$ cat src/rtl/gmii_link_mon.sv
// -----------------------------------------------------------------------------
// gmii_link_mon
//
// Per-channel monitor of a PHY "gigabit" indicator. Each channel synchronises
// its indicator into clk_125M and qualifies it before selecting the 125 MHz TX
// clock source (ge_mode). A loss of the indicator is tolerated for a hold-off
// period before GE mode is dropped. Every ge_mode transition sets a sticky
// status bit that can raise an interrupt. A saturating counter per channel
// records how many times the link came up.
//
// The block only produces the select. The clock mux itself (BUFGMUX) lives
// outside this module.
//
// Ports
//   clk_125M   in   1            single clock, rising edge
//   rst        in   1            synchronous active-high reset
//   ge_ind     in   N_CH         PHY gigabit indicators (asynchronous)
//   irq_mask   in   N_CH         1 = channel does not contribute to irq
//   sts_clr    in   N_CH         write-1-to-clear strobe for ge_change
//   ge_mode    out  N_CH         1 = select the 125 MHz TX clock
//   ge_change  out  N_CH         sticky: ge_mode changed
//   irq        out  1            registered OR of unmasked ge_change
//   link_cnt   out  N_CH*CNT_W   saturating link-up counts, ch i at [i*CNT_W +: CNT_W]
// -----------------------------------------------------------------------------
module gmii_link_mon #(
    parameter int N_CH        = 1,
    parameter int TIMER_W     = 28,
    parameter int HOLD_CYCLES = 16777215,
    parameter int QUAL_CYCLES = 16,
    parameter int CNT_W       = 8
) (
    input  logic                    clk_125M,
    input  logic                    rst,
    input  logic [N_CH-1:0]         ge_ind,
    input  logic [N_CH-1:0]         irq_mask,
    input  logic [N_CH-1:0]         sts_clr,
    output logic [N_CH-1:0]         ge_mode,
    output logic [N_CH-1:0]         ge_change,
    output logic                    irq,
    output logic [N_CH*CNT_W-1:0]   link_cnt
);

    typedef enum logic [1:0] {
        ST_LOW  = 2'd0,
        ST_QUAL = 2'd1,
        ST_GE   = 2'd2,
        ST_HOLD = 2'd3
    } state_e;

    localparam logic [TIMER_W-1:0] QUAL_LAST = TIMER_W'(QUAL_CYCLES - 1);
    localparam logic [TIMER_W-1:0] HOLD_LAST = TIMER_W'(HOLD_CYCLES - 1);
    localparam logic [TIMER_W-1:0] TIMER_MAX = {TIMER_W{1'b1}};
    localparam logic [CNT_W-1:0]   CNT_MAX   = {CNT_W{1'b1}};

    // Two-flop synchronizer; sync2_q is the only view of ge_ind used below.
    logic [N_CH-1:0]    sync1_q;
    logic [N_CH-1:0]    sync2_q;

    state_e             state_q [N_CH];
    state_e             state_d [N_CH];
    logic [TIMER_W-1:0] timer_q [N_CH];
    logic [TIMER_W-1:0] timer_d [N_CH];
    logic [CNT_W-1:0]   cnt_q   [N_CH];
    logic [CNT_W-1:0]   cnt_d   [N_CH];

    logic [N_CH-1:0]    mode_d;
    logic [N_CH-1:0]    ge_change_q;
    logic [N_CH-1:0]    ge_change_d;
    logic               irq_q;
    logic               irq_d;

    // The timer holds at all-ones instead of wrapping; with a legal
    // QUAL_CYCLES/HOLD_CYCLES the compare values are reached first.
    function automatic logic [TIMER_W-1:0] timer_inc(input logic [TIMER_W-1:0] t);
        return (t == TIMER_MAX) ? t : t + TIMER_W'(1);
    endfunction

    function automatic logic is_ge(input state_e st);
        return (st == ST_GE) || (st == ST_HOLD);
    endfunction

    // -------------------------------------------------------------------------
    // State register
    // -------------------------------------------------------------------------
    always_ff @(posedge clk_125M) begin
        // NOTE: sequential state uses non-blocking assignments so that every
        // register samples the pre-edge value of every other register.
        if (rst) begin
            sync1_q     <= '0;
            sync2_q     <= '0;
            ge_change_q <= '0;
            irq_q       <= 1'b0;
            // NOTE: these per-channel arrays are a handful of flops, not a RAM,
            // so clearing them in reset costs nothing and keeps the state known.
            for (int i = 0; i < N_CH; i++) begin
                state_q[i] <= ST_LOW;
                timer_q[i] <= '0;
                cnt_q[i]   <= '0;
            end
        end else begin
            sync1_q     <= ge_ind;
            sync2_q     <= sync1_q;
            ge_change_q <= ge_change_d;
            irq_q       <= irq_d;
            for (int i = 0; i < N_CH; i++) begin
                state_q[i] <= state_d[i];
                timer_q[i] <= timer_d[i];
                cnt_q[i]   <= cnt_d[i];
            end
        end
    end

    // -------------------------------------------------------------------------
    // Next-state logic
    // -------------------------------------------------------------------------
    always_comb begin
        for (int i = 0; i < N_CH; i++) begin
            // NOTE: defaults first, so every path assigns and no latch is inferred.
            state_d[i] = state_q[i];
            timer_d[i] = timer_q[i];
            case (state_q[i])
                ST_LOW: begin
                    if (sync2_q[i]) begin
                        state_d[i] = ST_QUAL;
                        timer_d[i] = '0;
                    end
                end
                ST_QUAL: begin
                    if (!sync2_q[i]) begin
                        state_d[i] = ST_LOW;
                    end else if (timer_q[i] == QUAL_LAST) begin
                        state_d[i] = ST_GE;
                    end else begin
                        timer_d[i] = timer_inc(timer_q[i]);
                    end
                end
                ST_GE: begin
                    if (!sync2_q[i]) begin
                        state_d[i] = ST_HOLD;
                        timer_d[i] = '0;
                    end
                end
                ST_HOLD: begin
                    if (sync2_q[i]) begin
                        state_d[i] = ST_GE;
                        timer_d[i] = '0;
                    end else if (timer_q[i] == HOLD_LAST) begin
                        state_d[i] = ST_LOW;
                    end else begin
                        timer_d[i] = timer_inc(timer_q[i]);
                    end
                end
                default: begin
                    state_d[i] = ST_LOW;
                    timer_d[i] = '0;
                end
            endcase
        end
    end

    // Status next-values. ge_change follows the ge_mode decode of the next
    // state, so the flag sets on the same edge that ge_mode changes. HOLD->GE
    // keeps ge_mode at 1 and therefore neither flags nor counts.
    always_comb begin
        for (int i = 0; i < N_CH; i++) begin
            mode_d[i] = is_ge(state_d[i]);
            if (mode_d[i] != is_ge(state_q[i])) begin
                ge_change_d[i] = 1'b1;
            end else if (sts_clr[i]) begin
                ge_change_d[i] = 1'b0;
            end else begin
                ge_change_d[i] = ge_change_q[i];
            end

            cnt_d[i] = cnt_q[i];
            if ((state_q[i] == ST_QUAL) && (state_d[i] == ST_GE) && (cnt_q[i] != CNT_MAX)) begin
                cnt_d[i] = cnt_q[i] + CNT_W'(1);
            end
        end
        irq_d = |(ge_change_q & ~irq_mask);
    end

    // -------------------------------------------------------------------------
    // Outputs, decoded from registered state only
    // -------------------------------------------------------------------------
    always_comb begin
        for (int i = 0; i < N_CH; i++) begin
            ge_mode[i]                  = is_ge(state_q[i]);
            link_cnt[i*CNT_W +: CNT_W]  = cnt_q[i];
        end
        ge_change = ge_change_q;
        irq       = irq_q;
    end

endmodule

$ cat config.mk
export PLATFORM = sky130hd
export DESIGN_NAME = gmii_link_mon
export DESIGN_NICKNAME = d
export VERILOG_FILES = /design/src/rtl/gmii_link_mon.sv
export SDC_FILE = /design/constraint.sdc
export NUM_CORES = 1
export LEC_CHECK = 0
export ABC_CLOCK_PERIOD_IN_PS = 5700
export BUFFER_PORTS_ARGS = -buffer_cell sky130_fd_sc_hd__buf_2
export CAP_MARGIN = 20
export CORE_MARGIN = 5
export CORE_UTILIZATION = 30
export CTS_BUF_LIST = sky130_fd_sc_hd__clkbuf_2
export DETAILED_ROUTE_END_ITERATION = 6
export PLACE_DENSITY_LB_ADDON = 0.3
export SYNTH_ARGS = -nofsm -noshare
export SYNTH_HDL_FRONTEND = slang
export SYNTH_SLANG_ARGS = --single-unit
$ cat constraint.sdc
create_clock -name clk_125M -period 5.7 [get_ports clk_125M]
set_input_delay 1.14 -clock clk_125M [delete_from_list [all_inputs] [get_ports clk_125M]]
set_output_delay 1.14 -clock clk_125M [all_outputs]
set_load 0.005 [all_outputs]
==> results of run 1 <==
-- synthesized netlist by cell type, drive strengths merged, types with 3 or more instances --
cell	count
dfxtp	42
a21oi	27
nand2	21
nand3	14
nor2	13
nand4	11
o21ai	11
inv	10
o31ai	10
or4	10
clkbuf	9
or3	9
nor4	8
and4	7
nor3	7
and2	6
xnor2	6
and3	5
buf	5
ha	3
o211ai	3
o41ai	3
-- cells in the final DEF (no fill, tap or decap), drive strengths merged, types with 3 or more instances in the layout --
master and n:
inv 10, nand2 21, o41ai 3, ha 3, o21ai 11, dfxtp 42, o31ai 10, and3 5
xnor2 6, nand3 14, o211ai 3, and4 7, nor2 13, nor3 7, or3 9, a21oi 27
or4 10, clkbuf 7, buf 15, nor4 8, and2 6, nand4 11
-- per-layer routing --
| metal | global-route usage (%) | vias to the layer above | share of wire (%) |
|---|---|---|---|
| li1 | - | 1044 | - |
| met1 | 18.0 | 988 | 51 |
| met2 | 19.1 | 41 | 44 |
| met4 | 2.80 | 0 | 0.43 |
| met5 | 0 | - | 0 |
| met3 | 3.02 | 2 | 4.8 |
-- state kept, by name, indices dropped and copies added, names as in the netlist --
signal     cells
cnt_q          8
ge_change      1
irq            1
state_q        2
sync1_q        1
sync2_q        1
timer_q       28
-- cell type report --
cell class / count / area (um^2) / area share (%)
clock buffer: 7 / 35.0 / 1.45
inverter: 10 / 37.5 / 1.55
multi-input combinational: 204 / 1310 / 54.0
sequential: 42 / 841 / 34.8
tap: 99 / 124 / 5.12
timing repair buffer: 15 / 75.1 / 3.11
-- through the flow --
| step | power [mW] | cells | hold WS, ps |
|---|---|---|---|
| after detailed placement | 0.320 | 370 | 447 |
| after CTS | 0.445 | 377 | 474 |
| final | 0.437 | 377 | 468 |
| after global routing | 0.461 | 377 | 497 |
| after floorplan | 0.316 | 270 | 414 |
| after global placement | 0.320 | 370 | 426 |
-- worst paths after layout --
kind	startpoint	end	slack (ps)	cells after the start
worst max-delay path	timer_q[0][1]	cnt_q[0][7]	3150	7
worst max register to register	timer_q[0][1]	cnt_q[0][7]	3150	7
worst min-delay path	sync1_q	sync2_q	470	1
worst min register to register	sync1_q	sync2_q	470	1
-- cell families (layout without fill, tap and decap cells) --
family | after synthesis | in the layout | synth area share, %
AND/OR/NAND/NOR | 120 | 120 | 30.7
adder cells (fa/ha/maj) | 3 | 3 | 1.67
XOR/XNOR | 7 | 7 | 2.73
multiplexers | 1 | 1 | 0.445
AO/OA/AOI/OAI | 73 | 73 | 22.5
buffers and inverters | 24 | 32 | 4.56
flip-flops | 42 | 42 | 37.4
-- power breakdown --
part / internal, mW / total [mW] / switching (mW)
combinational: 0.00456 / 0.0167 / 0.0121
sequential: 0.296 / 0.298 / 0.00195
clock: 0.0320 / 0.123 / 0.0907
total: 0.332 / 0.437 / 0.105
==> flow_metrics.env, run 1 <==
export IMPL_drt_pass1_iter_count=4
export IMPL_antennaDiodeCount=0
export IMPL_final_fill_count=835
export IMPL_syn_num_nets=278
export IMPL_hold_viol=0
export IMPL_max_cap_viol_count=0
export IMPL_synth_top_area_cells="dfxtp_1 37%, a21oi_1 6.0%, nand2_1 3.5%"
export IMPL_final_design_area_no_fill_mm2=0.00242
export IMPL_path_clk_slew_ps=190
export IMPL_rsz0062_at_grt="false"
export IMPL_num_vias=2075
export IMPL_drt_antenna_violating_nets=0
export IMPL_max_slew_worst_pin_slew_ps=816
export IMPL_place_hpwl_um=3800
export IMPL_synth_warning_count=0
export IMPL_finalCritPeriodShare_pct=44.7
export IMPL_worstPathArrival_ps=2830
export IMPL_die_w_um=96.6
export IMPL_crit_required_ps=5990
export IMPL_floorplan_die_height_um=96.6
export IMPL_critical_path_max_stage_delay_ps=740
export IMPL_max_slew_margin_rel_pct=45.6
export IMPL_floorplan_initialDensity_pct=30.8
export IMPL_drive_above_1_share_pct=10.4
export IMPL_drc=0
export IMPL_synth_yosys_seq_area_share_pct=37.4
export IMPL_num_nets_final=286
export IMPL_cts_hold_fix_buffers=0
export IMPL_slew_viol_final=0
export IMPL_crit_path_max_fanout=9
export IMPL_gr_usage_all_layers_pct=12.6
export IMPL_post_route_worst_setup_slack_ps=3150
export IMPL_skew_ps=12.4
export IMPL_status="completed"
export IMPL_cts_htree_levels=2
export IMPL_core_mm2=0.00729
export IMPL_post_synth_inst_count=270
export IMPL_grt_pass1_wl_um=9310
export IMPL_cts_max_path_buffers=2
export IMPL_cts_post_setup_buffers_inserted=0
export IMPL_worst_setup_path_end_kind="flop"
export IMPL_fp_row_count=31
export IMPL_peakVddDrop_mv=0.0853
export IMPL_worstPathBufferInverterCount=0
export IMPL_full_die_area_mm2=0.00933
export IMPL_number_of_endpoints_failing_setup_at_the_final_stage=0
export IMPL_setup_tns_ps=0
export IMPL_dpl_instance_area_mm2=0.00238
export IMPL_synth_ff_type="dfxtp_1"
export IMPL_cts_tree="done"
export IMPL_synth_seq_cells=42
export IMPL_static_leakage_power_nw=0.748
export IMPL_worstSetupStartpointType="flop"
export IMPL_cts_sink_count=42
export IMPL_dp_worst_setup_slack_ps=3010
export IMPL_pin_count_of_the_biggest_net_entering_global_routing=25
export IMPL_synth_top_cell_area_share_pct=37.4
export IMPL_final_core_util_pct=33.2
export IMPL_synth_largest_area_cell="dfxtp_1"
export IMPL_vias_in_the_first_global_route=1968
export IMPL_resized_after_cts=0
export IMPL_netlist_cell_type_count=49
export IMPL_globalplace_congestion=0.766
export IMPL_timing_worst_setup_path_type="reg2reg"
export IMPL_synth_edff_count=0
export IMPL_cts_bufs_inserted=5
export IMPL_power_density_cell_area_mw_per_mm2=181
export IMPL_critical_path_top_delay_family="simple AND/OR/NAND/NOR gates"
export IMPL_maxClockFrequency_mhz=393
export IMPL_wirelength_um=5300
export IMPL_skew_pair_late_insertion_delay_ps=380
export IMPL_synthesis_area_mm2=0.00225
export IMPL_synthesis_area_per_instance_um2=8.33
export IMPL_async_reset_ff_share_pct=0
export IMPL_vias_per_cell=5.50
export IMPL_cp_cell_sequence="ha_1, and3_1, nand4_1, or4_1, nor4_1, xnor2_1, nor2_1"
export IMPL_worst_hold_path_type="reg2reg"
export IMPL_drt_iter0_markers=131
export IMPL_period_needed_ps=2550
export IMPL_critical_path_slowest_cell="or4_1"
export IMPL_detail_route_wl_per_cell_um=14.1
export IMPL_grt_overflow=0
export IMPL_pin_count=16
export IMPL_port_buffer_count=15
export IMPL_clock_tree_root_cell="clkbuf_2"
export IMPL_area_overhead_of_the_layout_relative_to_synthesis_pct=7.51
export IMPL_grt_antenna_before_repair=0
No activity file was read; power rests on OpenSTA's default activity.
==> run 2: changes to the inputs <==
--- a/config.mk
+++ b/config.mk
@@ -5,7 +5,7 @@
 export SDC_FILE = /design/constraint.sdc
 export NUM_CORES = 1
 export LEC_CHECK = 0
-export ABC_CLOCK_PERIOD_IN_PS = 5700
+export ABC_CLOCK_PERIOD_IN_PS = 2600
 export BUFFER_PORTS_ARGS = -buffer_cell sky130_fd_sc_hd__buf_2
 export CAP_MARGIN = 20
 export CORE_MARGIN = 5
==> constraint.sdc (replaced) <==
create_clock -name clk_125M -period 2.6 [get_ports clk_125M]
set_input_delay 0.52 -clock clk_125M [delete_from_list [all_inputs] [get_ports clk_125M]]
set_output_delay 0.52 -clock clk_125M [all_outputs]
set_load 0.005 [all_outputs]
==> flow_metrics.env, run 2 (synthesized netlist as in run 1, its figures left out) <==
export IMPL_core_mm2=0.00729
export IMPL_status="completed"
export IMPL_largest_reg_flops=28
export IMPL_grt_overflow=0
export IMPL_mostFrequentLayoutCell="dfxtp_1"
export IMPL_gr_usage_all_layers_pct=12.2
export IMPL_cts_bufs_inserted=5
export IMPL_vias_in_the_first_global_route=1968
export IMPL_crit_path_max_fanout=15
export IMPL_source_of_the_worst_hold_timing_path="irq_mask"
export IMPL_power_switching_mw=0.246
export IMPL_regToRegEndpoint="timer_q[0][11]"
export IMPL_slew_viol_final=0
export IMPL_path_clk_slew_ps=240
export IMPL_cts_htree_levels=2
export IMPL_full_die_area_mm2=0.00933
export IMPL_setup_tns_ps=0
export IMPL_die_w_um=96.6
export IMPL_static_leakage_power_nw=0.770
export IMPL_largest_register="timer_q"
export IMPL_rsz0062_at_grt="false"
export IMPL_critical_path_slowest_cell="a311o_4"
export IMPL_critical_path_max_stage_delay_ps=440
export IMPL_drt_iter0_markers=128
export IMPL_skew_pair_late_insertion_delay_ps=410
export IMPL_dp_worst_setup_slack_ps=203
export IMPL_drive_above_1_share_pct=12.4
export IMPL_p_int_mw=0.718
export IMPL_drt_pass1_iter_count=4
export IMPL_finish_cell_count_without_fillers=381
export IMPL_detail_route_wl_per_cell_um=14.2
export IMPL_antennaDiodeCount=0
export IMPL_crit_required_ps=2930
export IMPL_final_core_util_pct=33.7
export IMPL_floorplan_die_height_um=96.6
export IMPL_area_overhead_of_the_layout_relative_to_synthesis_pct=9.29
export IMPL_post_route_worst_setup_slack_ps=246
export IMPL_power_share_clock_pct=28.2
export IMPL_pin_count=16
export IMPL_r2r_worst_path_cells=6
export IMPL_drt_antenna_violating_nets=0
export IMPL_port_buffer_count=15
export IMPL_reg2reg_setup_slack_ps=250
export IMPL_max_slew_worst_pin_slew_ps=521
export IMPL_p_comb_share_pct=4.0
export IMPL_maxClockFrequency_mhz=425
export IMPL_cts_sink_count=42
export IMPL_power_density_cell_area_mw_per_mm2=392
export IMPL_num_nets_final=290
export IMPL_grt_pass1_wl_um=9070
export IMPL_finalCritPeriodShare_pct=90.5
export IMPL_fp_row_count=31
export IMPL_max_cap_viol_count=0
export IMPL_grt_antenna_before_repair=0
export IMPL_globalplace_congestion=0.761
export IMPL_cts_tree="done"
export IMPL_wirelength_um=5390
export IMPL_skew_ps=40.0
export IMPL_worst_setup_path_end_kind="flop"
export IMPL_floorplan_initialDensity_pct=30.8
export IMPL_place_hpwl_um=3820
export IMPL_clock_tree_root_cell="clkbuf_2"
export IMPL_peakVddDrop_mv=0.182
export IMPL_max_slew_margin_rel_pct=65.0
export IMPL_num_vias=2109
export IMPL_vias_per_cell=5.54
export IMPL_drc=0
export IMPL_numPlacedInstances=374
export IMPL_pin_count_of_the_biggest_net_entering_global_routing=25
export IMPL_reg_top3="timer_q: 28 flops, cnt_q: 8 flops, state_q: 2 flops"
export IMPL_swShare_pct=25.5
export IMPL_period_needed_ps=2350
export IMPL_holdPathEnd="irq"
export IMPL_timing_worst_setup_path_type="reg2reg"
export IMPL_hold_viol=0
export IMPL_most_common_layout_cells="42 x dfxtp_1, 27 x a21oi_1, 21 x nand2_1"
export IMPL_worst_r2r_startpoint="timer_q[0][16]"
export IMPL_number_of_endpoints_failing_setup_at_the_final_stage=0
export IMPL_cts_max_path_buffers=2
export IMPL_worst_hold_path_num_cells=2
export IMPL_cp_cell_sequence="and3_1, and4_4, a311o_4, a31o_2, or4_1, a21oi_1"
export IMPL_share_seq_of_total_power_pct=67.7
export IMPL_worst_hold_path_type="in2reg"
export IMPL_worstSetupStartpointType="flop"
export IMPL_worstPathArrival_ps=2690
run 2: cell types whose count changed in the layout (fill, tap and decap cells not counted), sizes merged:
cell | previous run | this run
buf | 15 | 19
clkbuf | 7 | 5
clkinv | 0 | 2
run 2: area by class of cell:
type | instances | area, um^2
fill | 821 | 4830
tap | 99 | 124
multi-input combinational | 204 | 1320
clock inverter | 2 | 10.0
sequential | 42 | 841
inverter | 10 | 37.5
clock buffer | 5 | 25.0
timing repair buffer | 19 | 105
run 2: through the flow:
| stage | power, mW | cell area [um^2] | hold slack, ps |
|---|---|---|---|
| floorplan | 0.692 | 2250 | 414 |
| global placement | 0.703 | 2410 | 418 |
| detailed placement | 0.704 | 2410 | 422 |
| CTS | 0.974 | 2450 | 235 |
| global route | 1.00 | 2460 | 236 |
| finish | 0.964 | 2460 | 270 |
run 2: worst max-delay path: cells and delay by family, from the launching register on:
family | cells | cell delay [ps]
simple gates | 3 | 950
compound gates | 3 | 910
flops | 1 | 400
run 2: metal layers:
metal / share of wire, % / wire [um] / global-route usage [%] / up-vias
met5: 0 / 0 / 0 / -
met4: 0.72 / 39 / 3.39 / 0
met3: 3.0 / 162 / 2.56 / 4
met2: 46 / 2460 / 19.7 / 33
met1: 51 / 2730 / 16.4 / 1013
li1: - / - / - / 1059
run 2: how the worst max path moves through the flow:
stage                   start        endpoint  slack [ps]
2_1_floorplan   timer_q[0][1]     cnt_q[0][7]         320
3_3_place_gp    timer_q[0][1]     cnt_q[0][7]         240
3_5_place_dp   timer_q[0][25]     cnt_q[0][7]         200
4_1_cts         timer_q[0][1]     cnt_q[0][7]         190
5_1_grt        timer_q[0][17]  timer_q[0][26]          20
6_report       timer_q[0][16]  timer_q[0][11]         250
run 2: what timing repair did:
action	4_1_cts	5_1_grt
hold buffers	0	0
setup buffers	0	0
setup endpoints to repair	0	2
gates resized for setup	0	2
run 2: power groups by stage:
stage	combinational, mW	clock (mW)	sequential, mW
after detailed placement	0.0386	0	0.665
after global routing	0.0433	0.307	0.654
after floorplan	0.0287	0	0.663
after global placement	0.0382	0	0.665
after CTS	0.0387	0.282	0.653
final	0.0386	0.272	0.653
